**src/rtl/vga_pattern_gen.sv**
```systemverilog
// vga_pattern_gen: parametrised VGA timing generator with four selectable test
// patterns (animated XOR gradient, colour bars, checkerboard, solid colour).
// Every output is registered and carries the pixel the counters held one
// pclk earlier, so all outputs stay mutually aligned.
module vga_pattern_gen #(
  parameter int unsigned H_ACTIVE = 800,
  parameter int unsigned H_FP     = 40,
  parameter int unsigned H_SYNC   = 128,
  parameter int unsigned H_BP     = 88,
  parameter int unsigned V_ACTIVE = 600,
  parameter int unsigned V_FP     = 1,
  parameter int unsigned V_SYNC   = 4,
  parameter int unsigned V_BP     = 23,
  parameter int unsigned HS_POL   = 0,
  parameter int unsigned VS_POL   = 0,
  parameter int unsigned COLOR_W  = 5,
  parameter int unsigned CHK_LOG2 = 4,
  localparam int unsigned H_TOTAL = H_ACTIVE + H_FP + H_SYNC + H_BP,
  localparam int unsigned V_TOTAL = V_ACTIVE + V_FP + V_SYNC + V_BP,
  localparam int unsigned HW      = $clog2(H_TOTAL),
  localparam int unsigned VW      = $clog2(V_TOTAL)
) (
  input  logic                   pclk,
  input  logic                   rst_n,
  input  logic [1:0]             mode,
  input  logic [3*COLOR_W-1:0]   solid_rgb,
  output logic [COLOR_W-1:0]     r,
  output logic [COLOR_W-1:0]     g,
  output logic [COLOR_W-1:0]     b,
  output logic                   hsync,
  output logic                   vsync,
  output logic                   de,
  output logic [HW-1:0]          x,
  output logic [VW-1:0]          y,
  output logic                   frame_start
);

  // Bar width; clamped to 1 so very narrow modes still elaborate.
  localparam int unsigned BAR_W_RAW = H_ACTIVE / 8;
  localparam int unsigned BAR_W     = (BAR_W_RAW == 0) ? 1 : BAR_W_RAW;
  localparam int unsigned BW        = $clog2(BAR_W + 1);

  localparam int unsigned HS_START  = H_ACTIVE + H_FP;
  localparam int unsigned HS_END    = HS_START + H_SYNC;
  localparam int unsigned VS_START  = V_ACTIVE + V_FP;
  localparam int unsigned VS_END    = VS_START + V_SYNC;

  localparam logic [HW-1:0] H_LAST  = HW'(H_TOTAL - 1);
  localparam logic [VW-1:0] V_LAST  = VW'(V_TOTAL - 1);
  localparam logic [BW-1:0] BAR_LAST = BW'(BAR_W - 1);
  localparam logic          HS_ACT  = 1'(HS_POL);
  localparam logic          VS_ACT  = 1'(VS_POL);

  // Raster position and frame state
  logic [HW-1:0]          r_hc;
  logic [VW-1:0]          r_vc;
  logic [COLOR_W-1:0]     r_frame_cnt;
  logic [1:0]             r_mode_q;
  logic [3*COLOR_W-1:0]   r_solid_q;
  logic [BW-1:0]          r_bar_cnt;
  logic [2:0]             r_bar_idx;

  // Registered outputs
  logic [COLOR_W-1:0]     r_r;
  logic [COLOR_W-1:0]     r_g;
  logic [COLOR_W-1:0]     r_b;
  logic                   r_hs;
  logic                   r_vs;
  logic                   r_de;
  logic [HW-1:0]          r_x;
  logic [VW-1:0]          r_y;
  logic                   r_fs;

  // Decoded view of the current counter position
  logic                   w_h_last;
  logic                   w_v_last;
  logic                   w_origin;
  logic                   w_active;
  logic                   w_hs_on;
  logic                   w_vs_on;
  logic [1:0]             w_mode;
  logic [3*COLOR_W-1:0]   w_solid;
  logic                   w_chk;
  logic [COLOR_W-1:0]     w_r;
  logic [COLOR_W-1:0]     w_g;
  logic [COLOR_W-1:0]     w_b;

  assign w_h_last = (r_hc == H_LAST);
  assign w_v_last = (r_vc == V_LAST);
  assign w_origin = (r_hc == '0) && (r_vc == '0);
  assign w_active = (32'(r_hc) < H_ACTIVE) && (32'(r_vc) < V_ACTIVE);
  assign w_hs_on  = (32'(r_hc) >= HS_START) && (32'(r_hc) < HS_END);
  assign w_vs_on  = (32'(r_vc) >= VS_START) && (32'(r_vc) < VS_END);

  // Pixel (0,0) already uses the freshly sampled mode/colour.
  assign w_mode   = w_origin ? mode      : r_mode_q;
  assign w_solid  = w_origin ? solid_rgb : r_solid_q;

  assign w_chk    = 1'(r_hc >> CHK_LOG2) ^ 1'(r_vc >> CHK_LOG2);

  // Horizontal/vertical raster counters
  always_ff @(posedge pclk or negedge rst_n) begin
    if (!rst_n) begin
      r_hc <= '0;
      r_vc <= '0;
    end else if (w_h_last) begin
      r_hc <= '0;
      r_vc <= w_v_last ? '0 : r_vc + VW'(1);
    end else begin
      r_hc <= r_hc + HW'(1);
    end
  end

  // Bar sub-counter: index advances every BAR_W pixels and sticks at 7
  always_ff @(posedge pclk or negedge rst_n) begin
    if (!rst_n) begin
      r_bar_cnt <= '0;
      r_bar_idx <= '0;
    end else if (w_h_last) begin
      r_bar_cnt <= '0;
      r_bar_idx <= '0;
    end else if (r_bar_cnt == BAR_LAST) begin
      r_bar_cnt <= '0;
      if (r_bar_idx != 3'd7) begin
        r_bar_idx <= r_bar_idx + 3'd1;
      end
    end else begin
      r_bar_cnt <= r_bar_cnt + BW'(1);
    end
  end

  // Frame counter animating the XOR gradient
  always_ff @(posedge pclk or negedge rst_n) begin
    if (!rst_n) begin
      r_frame_cnt <= '0;
    end else if (w_h_last && w_v_last) begin
      r_frame_cnt <= r_frame_cnt + COLOR_W'(1);
    end
  end

  // Per-frame capture of pattern select and solid colour
  always_ff @(posedge pclk or negedge rst_n) begin
    if (!rst_n) begin
      r_mode_q  <= '0;
      r_solid_q <= '0;
    end else if (w_origin) begin
      r_mode_q  <= mode;
      r_solid_q <= solid_rgb;
    end
  end

  // Pattern colour for the current counter position
  always_comb begin
    w_r = '0;
    w_g = '0;
    w_b = '0;
    if (w_active) begin
      case (w_mode)
        2'd0: begin
          w_r = ~COLOR_W'(r_hc) ^ r_frame_cnt;
          w_g =  COLOR_W'(r_vc) ^ r_frame_cnt;
        end
        2'd1: begin
          w_r = {COLOR_W{~r_bar_idx[1]}};
          w_g = {COLOR_W{~r_bar_idx[2]}};
          w_b = {COLOR_W{~r_bar_idx[0]}};
        end
        2'd2: begin
          w_r = {COLOR_W{~w_chk}};
          w_g = {COLOR_W{~w_chk}};
          w_b = {COLOR_W{~w_chk}};
        end
        default: begin
          {w_r, w_g, w_b} = w_solid;
        end
      endcase
    end
  end

  // Output register stage
  always_ff @(posedge pclk or negedge rst_n) begin
    if (!rst_n) begin
      r_r  <= '0;
      r_g  <= '0;
      r_b  <= '0;
      r_hs <= ~HS_ACT;
      r_vs <= ~VS_ACT;
      r_de <= 1'b0;
      r_x  <= '0;
      r_y  <= '0;
      r_fs <= 1'b0;
    end else begin
      r_r  <= w_r;
      r_g  <= w_g;
      r_b  <= w_b;
      r_hs <= w_hs_on ? HS_ACT : ~HS_ACT;
      r_vs <= w_vs_on ? VS_ACT : ~VS_ACT;
      r_de <= w_active;
      r_x  <= r_hc;
      r_y  <= r_vc;
      r_fs <= w_origin;
    end
  end

  assign r           = r_r;
  assign g           = r_g;
  assign b           = r_b;
  assign hsync       = r_hs;
  assign vsync       = r_vs;
  assign de          = r_de;
  assign x           = r_x;
  assign y           = r_y;
  assign frame_start = r_fs;

endmodule

```
**config.mk**
```make
export PLATFORM = sky130hd
export DESIGN_NAME = vga_pattern_gen
export DESIGN_NICKNAME = d
export VERILOG_FILES = /design/src/rtl/vga_pattern_gen.sv
export SDC_FILE = /design/constraint.sdc
export NUM_CORES = 1
export LEC_CHECK = 0
export CAP_MARGIN = 30
export CORE_UTILIZATION = 40
export DETAILED_ROUTE_END_ITERATION = 6
export DONT_BUFFER_PORTS = 1
export PLACE_DENSITY = 0.57
export REMOVE_ABC_BUFFERS = 1
export SYNTH_ARGS = -nofsm -noshare
export SYNTH_HDL_FRONTEND = slang
export SYNTH_SLANG_ARGS = --single-unit
```
**constraint.sdc**
```tcl
create_clock -name pclk -period 2.7 [get_ports pclk]
set_input_delay 0.405 -clock pclk [delete_from_list [all_inputs] [get_ports pclk]]
set_output_delay 0.405 -clock pclk [all_outputs]
set_load 0.005 [all_outputs]
```
-- Word level (Yosys, flattened, before mapping)
Cells that the tools add are included.
- register bits: 93
- muxes and demuxes: 17
- bitwise logic cells: 8
- order comparisons: 6
- add/sub/neg operators: 5
- reductions and logical operators: 11
- equality and inequality tests: 6
- operators by type and width (cell ; count):
    5-bit case mux with 3 select lines ; 3
    11-bit by 10-bit < comparator with 1-bit output, second input constant ; 2
    10-bit < comparator, second input constant ; 2
    15-bit 2-to-1 mux ; 1
    5-bit 2-to-1 mux ; 3
    7-bit 2-to-1 mux ; 2
    11-bit by 1-bit adder with 11-bit output, second input constant ; 1
    11-bit == test, second input constant ; 1
    11-bit by 10-bit >= comparator with 1-bit output, second input constant ; 1
    11-bit zero test ; 1
    11-bit 2-to-1 mux ; 1
    10-bit by 1-bit adder with 10-bit output, second input constant ; 1
    10-bit == test, second input constant ; 1
    10-bit >= comparator, second input constant ; 1
    10-bit zero test ; 1
    10-bit 2-to-1 mux ; 1
    5-bit bitwise XOR ; 2
    3-bit 2-to-1 mux ; 3
    7-bit by 1-bit adder with 7-bit output, second input constant ; 1
    7-bit == test, second input constant ; 1
    5-bit by 1-bit adder with 5-bit output, second input constant ; 1
    1-bit logical AND ; 5
    5-bit NOT ; 1
    1-bit NOT ; 4
    other kinds (10) ; 12

-- Depth between registers and ports, before layout
- depth after elaboration: 6
- depth in mapped cells: 8

-- Worst setup path after synthesis
Ideal clock, no wire load.
- kind: register -> register
- from: register r_vc[0]
- to: register r_g[0] (netlist: g[0])
- path slack: 0.675 ns
- data arrival time: 1.882 ns
- period minus slack after synthesis: 2.025 ns
- stages on the path, launching flop included: 9
- buffers on the path: 1
- setup time: 0.142 ns
- cell sequence: dfrtp_1 -> inv_1 -> ha_1 -> and4bb_1 -> nand3_4 -> or3_1 -> buf_6 -> a221oi_2 -> a311oi_1
- cells in the longest elaborated chain, start to end: 6
- elaborated cells on any way between the ends: 12
- ends and longest elaborated chain (item ; line ; source):
    start: declaration ; 56 ; logic [VW-1:0] r_vc;
    start signal: assignment ; 108 ; r_vc <= w_v_last ? '0 : r_vc + VW'(1);
    10-bit zero test ; 90 ; assign w_origin = (r_hc == '0) && (r_vc == '0);
    1-bit logical AND ; 90 ;
    2-bit 2-to-1 mux ; n/a ;
    2-bit == test (tied with other cells) ; 158 ; case (w_mode)
    5-bit case mux with 3 select lines ; 158 ;
    5-bit 2-to-1 mux (*) ; 157 ; if (w_active) begin
    net w_g[0] ; 85 ; logic [COLOR_W-1:0] w_g;
    end signal: assignment ; 194 ; r_g <= w_g;
    end: declaration ; 65 ; logic [COLOR_W-1:0] r_g;
Mark *: on every way through the listed nets, which the timed path passes. The rest lies on a longest branch.
A chain may end at the register's enable or synchronous reset.

-- Worst setup path after layout
- from: register r_vc[1]
- to: register r_g[4] (netlist: g[4])
Same word-level chain as after synthesis.

==> results.txt <==
----------------------------------------------------
[Status]
  Outcome ... finished clean

[Setup path]
  Type of the worst setup path ... flip-flop to flip-flop
  Critical Path Start Type ... flip-flop
  Max incr delay on CP ... 460 ps
  Crit-path max FO ... 20
  Data arrival time at the worst-slack endpoint ... roughly 2600 ps
  Critical path cell sequence ... inv_1, ha_1, and4bb_1, nand3_4, buf_4, nor2_4, buf_12, a221oi_2, a311oi_1
  Slowest library cell on the worst path ... sky130_fd_sc_hd__dfrtp_1
  Data required, critical path ... a little under 3000 ps
  Critical Path Sink Type ... flip-flop

[Routing]
  Pre-Repair DR Iteration Count ... 4
  Number of nets still failing antenna checks after routing ... 0
  DRC errors left ... 0
  Post-Route WL ... 8990 µm
  Via count ... roughly 2800
  Detailed-route wire length per cell ... around 18 µm
  Post-DR vias/cell ... 5.51
  Violation count after the first detailed-route iteration ... approximately 140

[GRT]
  Vias in the first global route ... ~2800
  Sum of overflow across all layers after global routing ... 0
  Antenna violations before repair ... 0
  Largest net degree at the start of global routing ... 94
  First-pass GRT wire length ... 14800 µm
  GRT Resource Usage Total ... between 15 and 20%
  Met3 track demand over resource ... around 6.3%
  Busiest metal layer after global routing ... met2
  Met1 usage in global routing ... between 20% and 30%
  Grt met2 use ... about 28%

[CTS]
  Clock-pin slew on the worst setup and hold paths ... 100 ps
  Total CTS buffers ... 9
  Clock latency on the worst-skew pair ... ~370 ps
  Buffer depth of the longest clock path ... 2
  Post-CTS setup buffer count ... 0
  Clock H-tree levels ... 3
  Clock tree from TritonCTS ... yes
  TritonCTS sink count ... just over 90
  Buffer cell driving the clock tree root ... sky130_fd_sc_hd__clkbuf_8

[Floorplanning]
  Total die area ... ~11000 µm²
  Die width ... 105 µm
  Std cell rows ... 37
  Starting density of the core ... 41.3%
  Core area ... 10400 µm²
  Num ports ... a little under 60
  Die Height ... 105 µm

[Timing]
  Hold violation total from the final report ... 0
  Final critical-path share of the clock period ... between 80% and 90%
  Relative slew slack ... about three fifths
  Number of endpoints failing setup at the final stage ... 0
  Maximum clock rate ... ~0.42 GHz
  Unrepaired setup endpoints after global routing ... false
  Worst Clk Skew ... between 10 and 15 ps
  Count of final max-slew check failures ... 0
  Time the final worst path needs with I/O delays and setup ... 2360 ps
  Summed negative setup slack over all endpoints ... 0 ps
  Transition time at the pin with the least slew margin ... around 610 ps

[Placement]
  Sum of net half-perimeters after detailed placement ... ~6300 µm
  Final Wtd Congestion ... slightly above 0.8
  Count of input and output buffers ... 0

[Final layout]
  Area Overhead vs Synth ... 10.9%
  Diodes inserted ... 0
  Ratio of cells with drive above 1 in the final layout ... 18.4%
  Register area ... 2330 µm²
  Area used by multi-input combinational logic ... ~1800 µm²
  Fill count ... ~970
  Final net count ... a little under 400

[Job]
  Total of max-cap violations ... 0

[Synthesis]
  Post-synthesis sequential area ratio ... a little over half
  Post-synthesis cell type count ... between 50 and 60
  Cell taking the most area after synthesis ... sky130_fd_sc_hd__dfrtp_1
  Synth Flop Type ... sky130_fd_sc_hd__dfrtp_1
  Number of warnings reported in the yosys synthesis log ... 0
  Netlist area before placement ... 4280 µm²
  Area share of the largest cell type after synthesis ... 53.2%
  Most area-consuming cells after synthesis ... sky130_fd_sc_hd__dfrtp_1 53%, sky130_fd_sc_hd__xnor2_1 4.5%, sky130_fd_sc_hd__a221oi_2 3.5%, sky130_fd_sc_hd__ha_1 2.9%, sky130_fd_sc_hd__xor2_1 2.7%
  Synthesized instance count ... approximately 350
  Number of flip-flops and latches in the synthesized netlist ... just over 90
  Number of enable flip-flop cells after synthesis ... 0
  Async set-or-reset flop fraction in the synthesized netlist ... 100%
  Avg Synthesized Cell Area ... approximately 12 µm²

[Power]
  Overall power consumption ... 2480 µW
  Peak supply drop ... 329 µV
  P per Cell Area ... about 520 nW/µm²
  LEAKAGE ... slightly above 0.002 µW

[Worst hold path]
  Hold WC Path Type ... input port to flip-flop

----------------------------------------------------
layout by cell type (no fill, tap or decap), types with 12 or more instances in the layout:
master | Yosys | routed
sky130_fd_sc_hd__buf_4 | 3 | 17
sky130_fd_sc_hd__nor2_1 | 19 | 19
sky130_fd_sc_hd__nand2_1 | 12 | 12
sky130_fd_sc_hd__o21ai_0 | 18 | 18
sky130_fd_sc_hd__xor2_1 | 13 | 13
sky130_fd_sc_hd__dfrtp_1 | 91 | 91
sky130_fd_sc_hd__xnor2_1 | 22 | 22
sky130_fd_sc_hd__a21o_1 | 12 | 12
sky130_fd_sc_hd__nand3_1 | 14 | 14
layer usage:
layer | vias to the layer above | routed length (µm)
li1 | 1319 | -
met1 | 1411 | 4080
met2 | 51 | 4350
met3 | 9 | 455
met4 | 0 | 110
met5 | - | 0
repair_timing:
item                                    CTS  global route
endpoints found under the setup margin    0             7
gates resized for setup                   0             2
hold buffers                              2             0
hold endpoints to repair                 93             0
metrics by stage:
stage               hold WS (ps)  std cells  cell area [µm²]  setup WS [ps]  utilization [%]
detailed placement           113        488             4500            183             43.4
floorplan                    109        334             4180            463                -
finish                       143        506             4750            335             45.8
global placement             114        488             4500            295             43.4
CTS                          119        506             4740            138             45.7
global route                 112        506             4750            160             45.8
sequential cells by signal, summed over array words and instances, names as in the netlist, 3 cells and up:
name	count
r_solid_q	15
r_hc	11
y	10
x	11
r_vc	10
r_bar_idx	3
r	5
r_frame_cnt	5
r_bar_cnt	7
g	5
b	5
kinds of logic after synthesis:
kind of cell	count (synthesis)	synth area share, %
AOI/OAI and AO/OA	84	15.5
xor gates and xnor gates	35	7.16
adders and majority gates	10	2.92
buffers and inverters	25	2.84
DFF	93	54.4
muxes	10	2.57
and+or+nand+nor	95	14.5
layout make-up:
cell class / instances / share of cell area (%)
Tap cell: 136 / 3.58
Inverter: 7 / 0.554
Multi-Input combinational cell: 234 / 38.7
Timing Repair Buffer: 20 / 3.90
Sequential cell: 93 / 49.1
Clock buffer: 10 / 2.69
Clock inverter: 6 / 1.50
power by group:
group          switching (µW)  leakage [µW]  internal (µW)
combinational            59.9      0.000792           38.4
sequential               17.3       0.00118           1420
clock                     508     0.0000935            436
total                     585       0.00207           1900
worst paths after layout:
| kind | startpoint | end | slack (ps) | cells after the start |
|---|---|---|---|---|
| min in group asynchronous | rst_n | r_bar_cnt[1] | 610 | 2 |
| setup reg to reg | r_vc[1] | g[4] | 340 | 9 |
| hold / removal | solid_rgb[14] | r_solid_q[14] | 140 | 1 |
| hold reg to reg | r_bar_cnt[0] | r_bar_cnt[0] | 460 | 1 |
| setup / recovery | r_vc[1] | g[4] | 340 | 9 |
| max in group asynchronous | rst_n | r_hc[4] | 1740 | 2 |
cells in the mapped netlist (6+ instances only):
library cell / count
sky130_fd_sc_hd__a21boi_0: 10
sky130_fd_sc_hd__a21o_1: 12
sky130_fd_sc_hd__a21oi_1: 9
sky130_fd_sc_hd__a221oi_2: 10
sky130_fd_sc_hd__a311oi_1: 10
sky130_fd_sc_hd__and3_1: 6
sky130_fd_sc_hd__buf_2: 7
sky130_fd_sc_hd__clkbuf_1: 7
sky130_fd_sc_hd__dfrtp_1: 91
sky130_fd_sc_hd__ha_1: 10
sky130_fd_sc_hd__inv_1: 7
sky130_fd_sc_hd__mux2_2: 8
sky130_fd_sc_hd__nand2_1: 12
sky130_fd_sc_hd__nand3_1: 14
sky130_fd_sc_hd__nor2_1: 19
sky130_fd_sc_hd__o21ai_0: 18
sky130_fd_sc_hd__or3_1: 6
sky130_fd_sc_hd__xnor2_1: 22
sky130_fd_sc_hd__xor2_1: 13
worst max-delay path: cells and delay by family (launching register included):
family,cells,cell delay [ps]
buffers and inverters,3,560
DFF,1,460
and+or+nand+nor,3,700
AOI/OAI and AO/OA,2,360
adders and majority gates,1,170
No activity file was read; power rests on OpenSTA's default activity.
